===== config.mk =====
export PLATFORM = sky130hd
export DESIGN_NAME = vga_scanout
export DESIGN_NICKNAME = d
export VERILOG_FILES = /design/src/rtl/vga_scanout.sv
export SDC_FILE = /design/constraint.sdc
export NUM_CORES = 1
export LEC_CHECK = 0
export ABC_AREA = 1
export BUFFER_PORTS_ARGS = -buffer_cell sky130_fd_sc_hd__buf_2
export CORE_MARGIN = 5
export CORE_UTILIZATION = 40
export DETAILED_ROUTE_END_ITERATION = 6
export HOLD_SLACK_MARGIN = 0.12
export PLACE_DENSITY_LB_ADDON = 0.15
export SYNTH_ARGS = -nofsm -noshare
export SYNTH_HDL_FRONTEND = slang
export SYNTH_SLANG_ARGS = --single-unit

===== constraint.sdc =====
create_clock -name clock25 -period 3.3 [get_ports clock25]
set_input_delay 0.165 -clock clock25 [delete_from_list [all_inputs] [get_ports clock25]]
set_output_delay 0.165 -clock clock25 [all_outputs]
set_load 0.02 [all_outputs]

===== src/rtl/vga_scanout.sv =====
// vga_scanout: 640x480@60 raster that shows a 256-pixel NES line buffer 2x2-scaled, issues per-line
// PPU render requests and the vblank pulse. Define SCANLINES_EN for half-intensity odd raster lines.
module vga_scanout #(
  parameter int H_OFS = 64,
  parameter int LINES = 240
) (
  input  logic       clock25,
  input  logic       reset,
  output logic [8:0] rd_addr,
  input  logic [7:0] rd_data,
  output logic       req,
  output logic [7:0] req_line,
  output logic       req_bank,
  output logic       vblank,
  output logic [3:0] r,
  output logic [3:0] g,
  output logic [3:0] b,
  output logic       hs,
  output logic       vs,
  output logic       de
);

  localparam logic [9:0] H_MAX      = 10'd799;
  localparam logic [9:0] V_MAX      = 10'd524;
  localparam logic [9:0] H_VIS      = 10'd640;
  localparam logic [9:0] V_VIS      = 10'd480;
  localparam logic [9:0] H_SYNC_S   = 10'd656;
  localparam logic [9:0] H_SYNC_E   = 10'd751;
  localparam logic [9:0] V_SYNC_S   = 10'd490;
  localparam logic [9:0] V_SYNC_E   = 10'd491;
  localparam logic [9:0] PIC_S      = 10'(H_OFS);
  localparam logic [9:0] PIC_E      = 10'(H_OFS + 512);
  localparam logic [9:0] V_REQ_LAST = 10'(2 * LINES - 4);
  localparam logic [9:0] V_VBLANK   = 10'(2 * LINES);

  function automatic logic [11:0] palette(input logic [5:0] idx);
    logic [11:0] c;
    c = 12'h000;
    case (idx)
      6'h00: c = 12'h666; 6'h01: c = 12'h02A; 6'h02: c = 12'h11B; 6'h03: c = 12'h40A;
      6'h04: c = 12'h607; 6'h05: c = 12'h703; 6'h06: c = 12'h710; 6'h07: c = 12'h520;
      6'h08: c = 12'h330; 6'h09: c = 12'h140; 6'h0A: c = 12'h050; 6'h0B: c = 12'h043;
      6'h0C: c = 12'h036;
      6'h10: c = 12'hAAA; 6'h11: c = 12'h15F; 6'h12: c = 12'h43F; 6'h13: c = 12'h81F;
      6'h14: c = 12'hB0D; 6'h15: c = 12'hC16; 6'h16: c = 12'hB31; 6'h17: c = 12'h950;
      6'h18: c = 12'h670; 6'h19: c = 12'h280; 6'h1A: c = 12'h0A0; 6'h1B: c = 12'h094;
      6'h1C: c = 12'h07B;
      6'h20: c = 12'hFFF; 6'h21: c = 12'h6AF; 6'h22: c = 12'h98F; 6'h23: c = 12'hD6F;
      6'h24: c = 12'hF5F; 6'h25: c = 12'hF6B; 6'h26: c = 12'hF85; 6'h27: c = 12'hEA3;
      6'h28: c = 12'hBC2; 6'h29: c = 12'h7D2; 6'h2A: c = 12'h4E5; 6'h2B: c = 12'h2DA;
      6'h2C: c = 12'h4CF; 6'h2D: c = 12'h444;
      6'h30: c = 12'hFFF; 6'h31: c = 12'hBDF; 6'h32: c = 12'hDCF; 6'h33: c = 12'hECF;
      6'h34: c = 12'hFBF; 6'h35: c = 12'hFBE; 6'h36: c = 12'hFCB; 6'h37: c = 12'hFDA;
      6'h38: c = 12'hEE9; 6'h39: c = 12'hCF9; 6'h3A: c = 12'hAFA; 6'h3B: c = 12'h9FD;
      6'h3C: c = 12'hAEF; 6'h3D: c = 12'hAAA;
      default: c = 12'h000;
    endcase
    return c;
  endfunction

  logic [9:0]  h_q, h_d, v_q, v_d;
  logic        armed_q, armed_d;
  logic        req_q, req_d, req_bank_q, req_bank_d, vblank_q, vblank_d;
  logic [7:0]  req_line_q, req_line_d;
  logic [8:0]  addr_q, addr_d;
  logic        hs1_q, vs1_q, de1_q, pic1_q;
  logic        hs_q, vs_q, de_q;
  logic [11:0] rgb_q, rgb_d, pal;
  logic [9:0]  pic_off;
  logic        unused_bits;
`ifdef SCANLINES_EN
  logic        odd1_q;
`endif

  // Requests and vblank are decoded from the next beam position so they are high while h==0.
  // NOTE: every signal driven here gets a default first so no path infers a latch.
  always_comb begin
    h_d = h_q + 10'd1;
    v_d = v_q;
    if (h_q == H_MAX) begin
      h_d = '0;
      v_d = (v_q == V_MAX) ? '0 : v_q + 10'd1;
    end
    armed_d    = armed_q;
    req_d      = 1'b0;
    req_line_d = req_line_q;
    req_bank_d = req_bank_q;
    vblank_d   = (h_d == '0) && (v_d == V_VBLANK);
    if (h_d == '0) begin
      if (v_d == V_MAX) begin
        req_d      = 1'b1;
        req_line_d = '0;
        req_bank_d = 1'b0;
        armed_d    = 1'b1;
      end else if (armed_q && !v_d[0] && (v_d <= V_REQ_LAST)) begin
        req_d      = 1'b1;
        req_line_d = v_d[8:1] + 8'd1;
        req_bank_d = ~v_d[1];
      end
    end
  end

  // Picture offset keeps 9 bits so px = offset[8:1] never carries into the bank bit.
  assign pic_off     = h_q - PIC_S;
  assign addr_d      = {v_q[1], pic_off[8:1]};
  assign unused_bits = ^{rd_data[7:6], pic_off[9], pic_off[0]};

  always_comb begin
    pal = palette(rd_data[5:0]);
`ifdef SCANLINES_EN
    if (odd1_q) pal = {1'b0, pal[11:9], 1'b0, pal[7:5], 1'b0, pal[3:1]};
`endif
    rgb_d = pic1_q ? pal : 12'h000;
  end

  // Line-request arming stays clear after reset until the v=524 prefetch; the first
  // frame after reset shows whatever the line buffer already holds.
  // NOTE: sequential state uses nonblocking assignments only.
  always_ff @(posedge clock25) begin
    if (reset) begin
      h_q        <= '0;
      v_q        <= '0;
      armed_q    <= 1'b0;
      req_q      <= 1'b0;
      req_line_q <= '0;
      req_bank_q <= 1'b0;
      vblank_q   <= 1'b0;
      addr_q     <= '0;
      hs1_q      <= 1'b1;
      vs1_q      <= 1'b1;
      de1_q      <= 1'b0;
      pic1_q     <= 1'b0;
      hs_q       <= 1'b1;
      vs_q       <= 1'b1;
      de_q       <= 1'b0;
      rgb_q      <= '0;
`ifdef SCANLINES_EN
      odd1_q     <= 1'b0;
`endif
    end else begin
      h_q        <= h_d;
      v_q        <= v_d;
      armed_q    <= armed_d;
      req_q      <= req_d;
      req_line_q <= req_line_d;
      req_bank_q <= req_bank_d;
      vblank_q   <= vblank_d;
      addr_q     <= addr_d;
      hs1_q      <= !((h_q >= H_SYNC_S) && (h_q <= H_SYNC_E));
      vs1_q      <= !((v_q >= V_SYNC_S) && (v_q <= V_SYNC_E));
      de1_q      <= (h_q < H_VIS) && (v_q < V_VIS);
      pic1_q     <= (v_q < V_VIS) && (h_q >= PIC_S) && (h_q < PIC_E);
      hs_q       <= hs1_q;
      vs_q       <= vs1_q;
      de_q       <= de1_q;
      rgb_q      <= rgb_d;
`ifdef SCANLINES_EN
      odd1_q     <= v_q[0];
`endif
    end
  end

  assign rd_addr   = addr_q;
  assign req       = req_q;
  assign req_line  = req_line_q;
  assign req_bank  = req_bank_q;
  assign vblank    = vblank_q;
  assign {r, g, b} = rgb_q;
  assign hs        = hs_q;
  assign vs        = vs_q;
  assign de        = de_q;

endmodule


# After elaboration in Yosys (flattened, before gate mapping)
# Memories as Yosys holds them, arrays and structs flattened. A register that Yosys moved wholly into a read port is not among the register bits.
# Index checks and enable logic that the tools add are counted.
# totals
reg_bits,48
elab_cells,62
latch_bits,0
mem_count,1
romBits,768
ramBits,0
# op_classes
n_bitwise,3
div,0
order_cmp,9
shifts,0
multipliers,0
n_eq_ne,4
muxes,9
add_sub_neg,4
n_reduce_logical,17
# memory_table
memory,depth,word_bits,read_ports,rd_ports_with_merged_regs,wr,line_no,source
(no name shown),64,12,1,1,0,39,case (idx)
# op_table
op,n
$eq A10 B10 Y1 const B,3
$mux W10,3
$add A10 B1 Y10 const B,2
$le A10 B9 Y1 const B,2
$lt A10 B10 Y1 const B,2
$mux W8,2
$eq A10 B9 Y1 const B,1
$ge A10 B10 Y1 const B,1
$ge A10 B7 Y1 const B,1
$ge A10 B9 Y1 const B,1
$le A10 B10 Y1 const B,1
$logic_not A10 Y1,1
$lt A10 B9 Y1 const B,1
$sub A9 B7 Y9 const B,1
$add A8 B1 Y8 const B,1
$logic_and A1 B1 Y1,8
$mux W1,4
$reduce_and A2 Y1,2
$reduce_or A2 Y1,2
$logic_not A1 Y1,3
$not A1 Y1,3
$reduce_bool A2 Y1,1

# Depth between registers and ports, before layout
# Gate-level depths: netlist of run 1.
# logic_depth
word_depth,8
mapped_depth,19
ltp_nobuf,17

# Worst setup path after synthesis of run 1
# Ideal clock, no wire load.
# synth_timing
path_kind,register -> register
start,reg v_q[1]
end,"reg req_line_q[7], in the netlist req_line[7]"
arrival_time_ps,1971
required_time_ps,3186
path_stages_with_launch,16
slack_ps,1216
path_cell_list,dfxtp_1 ha_1 inv_1 nor2_1 nand3_1 nand2_1 nand2_1 a21oi_1 nand2_1 nor2_2 nand3_2 nand2_2 buf_6 nand2_1 nand3b_1 nand2_1
# synth_via
elab_chain_len,8
# synth_rtl
element,line_no,source
start: declaration,61,"logic [9:0] h_q, h_d, v_q, v_d;"
start signal: assignment,142,v_q <= v_d;
branches (longest 2 deep; another with $add A10 B1 Y10),-,
$mux W10 (*),80,if (h_q == H_MAX) begin
branches (longest 5 deep; another with $le A10 B9 Y1),-,
end signal: assignment,145,req_line_q <= req_line_d;
end: declaration,64,"logic [7:0] req_line_q, req_line_d;"
# Every way passes the cells marked *. The select of a mux whose other input is x is not followed.
# A chain may end at the register's enable or synchronous reset.

# Final worst setup path of run 1
# layout_timing
start,reg h_q[0]
end,"reg req_line_q[5], in the netlist req_line[5]"
# layout_via
elab_chain_len,7
# layout_rtl
element,line_no,source
start: declaration,61,
start signal: assignment,121,h_q <= '0;
start signal: assignment,141,h_q <= h_d;
branches (longest 7 deep; another with $le A10 B9 Y1),-,
# Several ways; the timed one is not identified. The select of a mux whose other input is x is not followed.

==> results of run 1 <==
cells in the mapped netlist (all sizes together):
cell and count:
a31oi 10, o211ai 4, a21boi 2, o32ai 1, nor4 2, o21ai 23
nand3b 5, inv 71, o22ai 2, nand2 134, a311oi 1, a211oi 3
a32oi 1, clkbuf 11, a41oi 1, a21oi 19, o31ai 1, o311ai 2
ha 17, o2111ai 2, xnor2 1, buf 10, xor2 4, dfxtp 59
or2 5, nor2 92, nand4 14, o21bai 1, a221oi 1, nor3 8
nand3 51
area by class of cell:
class	instances	area [µm²]	area share
Clock buffer	12	135	0.0317
Clock inverter	3	40.0	0.00941
Inverter	71	267	0.0626
Multi-Input combinational cell	407	2220	0.523
Sequential cell	59	1180	0.277
Tap cell	129	161	0.0379
Timing Repair Buffer	47	248	0.0582
worst max-delay path, cell delays in order, from the launching register on:
cell and delay [ns]:
dfxtp_1 0.40, ha_1 0.33, nand4_2 0.17, nor2_2 0.44
buf_4 0.22, nor2_1 0.04, a21oi_1 0.30, nand2_1 0.14
nor2_2 0.11, nand3_2 0.12, nand2_2 0.27, a21boi_0 0.18
nor2_2 0.12
worst paths after layout:
kind	cells after the start	end	from	slack (ns)
max reg2reg	12	req_line[5]	h_q[0]	0.40
max	12	req_line[5]	h_q[0]	0.40
min	4	req_line[3]	reset	0.25
min reg2reg	2	de	de1_q	0.41
state kept, by name, summed over array words and instances (netlist names), 8 cells and up:
register,cells
rd_addr,9
req_line,8
v_q,10
rgb_q,12
h_q,10
cells by family after synthesis:
family / share of synthesized area
AOI/OAI and AO/OA: 0.121
xor gates and xnor gates: 0.0115
and+or+nand+nor: 0.397
DFF: 0.311
buffers and inverters: 0.104
adders and majority gates: 0.0560
power by group:
group | total, µW | switching, µW | internal, µW
Sequential | 725 | 5.44 | 720
Combinational | 141 | 98.9 | 42.1
Clock | 632 | 289 | 343
Total | 1500 | 393 | 1110
metal layers:
layer  vias to the layer above  global-route usage  routed length [µm]
met2                       127               0.271                4410
met1                      1678               0.238                4590
met3                        14              0.0294                 578
met4                         0              0.0595                 159
li1                       1895                   -                   -
met5                         -                   0                   0
metrics by stage:
| stage | power (µW) | utilization |
|---|---|---|
| after global placement | 881 | 0.442 |
| after global routing | 1570 | 0.461 |
| final | 1500 | 0.461 |
| after CTS | 1520 | 0.461 |
| after detailed placement | 880 | 0.442 |
| after floorplan | 841 | - |
==> results.yml, run 1 <==
timing:
  finalSetupTns_ns: 0
  setup_violations: 0
  fin_crit_ns: 2.90
  final_max_slew_viol_count: 0
  skew_ns: 0.00655
  maxSlewHeadroom: 0.658
  worst_slack_ns: 0.403
  fin_crit_sh: 0.878
  worst_slew_pin_slew_ns: 0.512
  timing.fmax_mhz: 345
  hold_violations: 0
  rsz0062_at_grt: "no"
  whs_ns: 0.246
worst_setup_path:
  critical_path.max_fanout: 14
  endpoint_kind: "register"
  worstPathRequired_ns: 3.58
  startpoint_type: "register"
  cp_data_arrival_time_ns: 3.18
  path_class: "register to register"
clock_network:
  cts_setup_buffers: 0
  numCtsBuffers: 9
  ctsResizeCount: 0
  cts_sinks: 59
  cts_tree: "built"
  cts_root_buf: "clkbuf_8"
  clk_pin_slew_ns: 0.07
  clock_latency_ns: 0.33
  clock_path_buffers: 2
  ctsHoldBuffers: 0
  h-tree-depth: 3
routing:
  dr_total_vias: 3714
  drc: 0
  drtPass1Iterations: 5
  antenna_left: 0
  finalWirelength_mm: 9.73
  via_per_inst: 5.10
  dr.first_iter.drc_count: 220
  wl_per_cell_um: 13.4
global_route:
  antenna_found_initial: 0
  grt_max_degree: 40
  grt_pass1_vias: 3438
  grt_pass1_wl_mm: 16.2
  grt_use_total: 0.172
  grt_overflow: 0
outcome:
  outcome: "completed"
place:
  hpwl_mm: 7.15
  io_buffers: 42
  gp_routability_congestion: 0.937
  place_inst: 713
  dpl-instance-area_um2: 4080
  place_ws_ns: 0.429
finish:
  syn_to_final_growth_pct: 12.0
  final_common_cell: "nand2_1"
  fin_nets: 622
  final_layout_size_suffix_gt1_frac: 0.180
  fill_cells: 991
  final_cell_mix: "nand2_1, nor2_1, inv_1"
  fin_area_um2: 4260
  antennaDiodeCount: 0
  final_cells: 728
synth:
  ys_types: 46
  syn_avg_cell_area_um2: 6.81
  synth_area_um2: 3800
  syn_inst: 558
  ys_warn_count: 0
  ys_ff_latch: 59
  synth_top_area_share: 0.311
  yosysSeqAreaShare: 0.311
  ys_top_cells_by_area: "dfxtp_1, nand2_1, nor2_1"
  synth_top_area_cell: "dfxtp_1"
  synth_nets: 585
power_and_ir_drop:
  p_leak_uw: 0.00204
  p_per_area_nw_per_um2: 352
  vdd_drop_max_uv: 165
die:
  die-area_um2: 11500
  die_y_um: 107
  ios: 45
  rows: 35
  start_util: 0.411
  die_x_um: 107
  core_area_um2: 9240
run:
  cap_viol_max_count: 0
worst_hold_path:
  hold_path_class: "input port to register"
Note: power is estimated with default switching activity, not from simulation.
==> run 2, diff against run 1 <==
clock period = 3.1 ns   (was 3.3 ns; I/O delays follow)
==> results.yml, run 2 (synthesized netlist as in run 1, its figures left out) <==
outcome:
  outcome: "completed"
timing:
  fin_crit_sh: 0.843
  maxSlewHeadroom: 0.654
  whs_ns: 0.226
  worst_slew_pin_slew_ns: 0.518
  hold_violations: 0
  fin_crit_ns: 2.61
  finalSetupTns_ns: 0
  setup_violations: 0
  skew_ns: 0.00898
  timing.fmax_mhz: 383
  final_max_slew_viol_count: 0
  rsz0062_at_grt: "no"
routing:
  dr_total_vias: 3794
  drtPass1Iterations: 5
  wl_per_cell_um: 13.1
  dr.first_iter.drc_count: 201
  via_per_inst: 5.21
  drc: 0
  finalWirelength_mm: 9.57
  antenna_left: 0
power_and_ir_drop:
  vdd_drop_max_uv: 191
  p_per_area_nw_per_um2: 396
  p_leak_uw: 0.00205
die:
  die-area_um2: 11500
  rows: 35
  core_area_um2: 9240
  start_util: 0.411
  ios: 45
  die_y_um: 107
  die_x_um: 107
finish:
  final_common_cell: "nand2_1"
  final_util: 0.464
  final_cell_mix: "nand2_1, nor2_1, inv_1"
  syn_to_final_growth_pct: 12.7
  antennaDiodeCount: 0
  top_regs: "rgb_q (12), h_q (10), v_q (10)"
  final_layout_size_suffix_gt1_frac: 0.182
  fin_nets: 621
  largest_register_ffs: 12
  regMostFlops: "rgb_q"
worst_setup_path:
  worstPathRequired_ns: 3.39
  critPathMaxStageDelay_ns: 0.37
  r2r_cells: 15
  cp_data_arrival_time_ns: 2.90
  critPathSlowestCell: "dfxtp_1"
  rrSetupSlack_ns: 0.49
  endpoint_kind: "register"
  worstPathCellList: "inv_1, ha_1, inv_1, nor2_1, nand2_1, nor2_2, buf_4, nor2_1, a21oi_1, nand2_1, nor2_2, nand3_2, nand2_2, a21boi_0, nor2_2"
  path_class: "register to register"
  worstSetupStartpoint: "h_q[6]"
  startpoint_type: "register"
  cp_common_cell: "nor2_2"
  worstReg2RegStart: "h_q[6]"
  r2r_end: "req_line[5]"
  critical_path.max_fanout: 20
global_route:
  grt_pass1_wl_mm: 16.3
  grt_pass1_vias: 3449
  grt_max_degree: 40
  antenna_found_initial: 0
  grt_use_total: 0.172
  grt_overflow: 0
clock_network:
  cts_root_buf: "clkbuf_8"
  ctsHoldBuffers: 0
  ctsResizeCount: 0
  cts_tree: "built"
  clk_pin_slew_ns: 0.07
  clock_latency_ns: 0.34
  cts_sinks: 59
  clock_path_buffers: 2
  numCtsBuffers: 9
  cts_setup_buffers: 0
  h-tree-depth: 3
run:
  cap_viol_max_count: 0
worst_hold_path:
  hold_path_class: "input port to register"
  min_to: "req_line[4]"
  min_path_cells: 4
  worstHoldStart: "reset"
place:
  hpwl_mm: 7.10
  io_buffers: 42
  gp_routability_congestion: 0.931
run 2: changes by cell type in the layout (fill, tap and decap cells not counted):
cell | previous run | this run
buf_4 | 5 | 4
bufinv_16 | 1 | 2
clkbuf_1 | 3 | 2
clkinvlp_4 | 0 | 1
run 2: layout make-up:
type,count,area [µm²]
Clock inverter,5,77.6
Tap cell,129,161
Multi-Input combinational cell,407,2220
Fill cell,979,4960
Clock buffer,11,131
Timing Repair Buffer,46,240
Inverter,71,267
Sequential cell,59,1180
run 2: per-stage QoR:
step | area (µm²) | worst slack, ns | power [µW] | cells
finish | 4280 | 0.487 | 1690 | 728
global route | 4280 | 0.255 | 1770 | 728
CTS | 4280 | 0.481 | 1710 | 728
detailed placement | 4070 | 0.509 | 936 | 712
global placement | 4070 | 0.515 | 937 | 712
floorplan | 3800 | 1.02 | 895 | 558
run 2: per-layer routing:
metal  GRT usage  wire, µm
met2       0.272      4290
met4      0.0721       174
met5           0         0
met3      0.0294       608
met1       0.232      4500
run 2: where the power goes:
group          leakage [µW]  switching, µW  internal [µW]  total, µW
sequential         0.000478           5.54            766        771
combinational       0.00147            105           44.7        150
clock              0.000103            323            451        774
run 2: worst max-delay path, delay by kind of cell, from the launching register on:
kind / cells / cell delay, ns
buffers and inverters: 3 / 0.47
and+or+nand+nor: 9 / 1.11
DFF: 1 / 0.37
adders and majority gates: 1 / 0.17
AOI/OAI and AO/OA: 2 / 0.44
run 2: worst max-delay path by stage:
stage | endpoint | slack [ns] | depth (start not counted)
global route | req_line[5] | 0.25 | 16
CTS | req_line[5] | 0.48 | 13
floorplan | req_line[7] | 1.02 | 15
global placement | req_line[5] | 0.52 | 13
detailed placement | req_line[5] | 0.51 | 13
finish | req_line[5] | 0.49 | 15
==> run 3, diff against run 2 <==
clock period = 2.59 ns   (was 3.1 ns; I/O delays follow)
==> results.yml, run 3 (synthesized netlist as in run 1, its figures left out) <==
outcome:
  outcome: "completed"
worst_setup_path:
  worstPathCellList: "ha_2, nand3_2, nor2_4, nand2_8, buf_4, nand2_1, nand2_1, nand2_1, nor2_1, nand2_1, nand3_2, nand2_2, buf_4, nand2_1, nand3b_1, nand2_1"
  endpoint_kind: "register"
  path_buf_inv: 2
  critical_path.max_fanout: 12
  worstSetupStartpoint: "h_q[0]"
  cp_common_cell: "nand2_1"
  worstReg2RegStart: "h_q[0]"
  cp_data_arrival_time_ns: 2.56
  worstPathRequired_ns: 2.82
  critPathSlowestCell: "dfxtp_1"
  startpoint_type: "register"
  critPathMaxStageDelay_ns: 0.37
  critical_path.endpoint: "req_line[7]"
  critPathTopFamily: "simple AND/OR/NAND/NOR gates"
  rrSetupSlack_ns: 0.25
  path_class: "register to register"
  r2r_cells: 16
  r2r_end: "req_line[7]"
  cp_num_cells: 16
finish:
  fin_nets: 631
  final_common_cell: "nand2_1"
  final_cell_mix: "nand2_1, nor2_1, inv_1"
  syn_to_final_growth_pct: 15.1
  top_regs: "rgb_q (12), h_q (10), v_q (10)"
  final_layout_size_suffix_gt1_frac: 0.201
  fin_area_um2: 4370
  antennaDiodeCount: 0
  regMostFlops: "rgb_q"
  largest_register_ffs: 12
routing:
  antenna_left: 0
  drc: 0
  dr.first_iter.drc_count: 199
  drtPass1Iterations: 5
  via_per_inst: 5.11
  dr_total_vias: 3768
  wl_per_cell_um: 13.4
  finalWirelength_mm: 9.91
place:
  hpwl_mm: 7.23
  io_buffers: 42
  gp_routability_congestion: 0.908
  dpl-instance-area_um2: 4160
clock_network:
  cts_root_buf: "clkbuf_8"
  clock_path_buffers: 2
  cts_sinks: 59
  ctsHoldBuffers: 0
  numCtsBuffers: 9
  cts_tree: "built"
  clk_pin_slew_ns: 0.08
  h-tree-depth: 3
  clock_latency_ns: 0.34
timing:
  fin_crit_sh: 0.902
  fin_crit_ns: 2.34
  hold_violations: 0
  maxSlewHeadroom: 0.659
  rsz0062_at_grt: "no"
  finalSetupTns_ns: 0
  timing.fmax_mhz: 428
  setup_violations: 0
  skew_ns: 0.0151
  worst_slew_pin_slew_ns: 0.510
  final_max_slew_viol_count: 0
power_and_ir_drop:
  vdd_drop_max_uv: 236
  p_leak_uw: 0.00208
  p_per_area_nw_per_um2: 453
  total_power_uw: 1980
die:
  ios: 45
  rows: 35
  die_x_um: 107
  die-area_um2: 11500
  die_y_um: 107
  core_area_um2: 9240
  start_util: 0.411
global_route:
  grt_use_total: 0.176
  grt_overflow: 0
  grt_pass1_wl_mm: 16.6
  antenna_found_initial: 0
  grt_max_degree: 27
  grt_pass1_vias: 3511
run:
  cap_viol_max_count: 0
worst_hold_path:
  hold_path_class: "input port to register"
-- run 3: area by class of cell --
class,count,area (µm²)
Fill cell,972,4870
Multi-Input combinational cell,407,2240
Sequential cell,59,1180
Timing Repair Buffer,56,332
Inverter,71,267
Tap cell,129,161
Clock buffer,13,159
Clock inverter,2,35.0
-- run 3: worst min path at each step --
stage	startpoint	to	depth (start not counted)
after global placement	de1_q	de	2
after detailed placement	hs1_q	hs	1
after global routing	reset	v_q[4]	2
final	reset	v_q[7]	2
after CTS	reset	v_q[4]	2
after floorplan	reset	v_q[5]	1
-- run 3: power by group --
part,switching [µW],total [µW],internal (µW)
Combinational,128,184,55.7
Clock,380,872,492
Sequential,6.51,924,917
-- run 3: routing by layer --
metal  share of wire  GRT usage  wire, µm
met5               0          0         0
met4           0.012     0.0622       121
met3           0.059     0.0336       587
met2            0.45      0.269      4440
met1            0.48      0.245      4760
-- run 3: what timing repair did --
item | 4_1_cts | 5_1_grt
buffers inserted | 0 | 0
setup endpoints to repair | 0 | 6
resized for setup | 0 | 7
-- run 3: metrics by stage --
| stage | cells | hold slack, ns | setup slack [ns] | util |
|---|---|---|---|---|
| 2_1_floorplan | 558 | 0.214 | 0.506 | - |
| 3_3_place_gp | 722 | 0.389 | 0.224 | 0.450 |
| 3_5_place_dp | 722 | 0.398 | 0.224 | 0.450 |
| 4_1_cts | 737 | 0.148 | 0.192 | 0.471 |
| 5_1_grt | 737 | 0.154 | 0.00354 | 0.473 |
| 6_report | 737 | 0.149 | 0.255 | 0.473 |
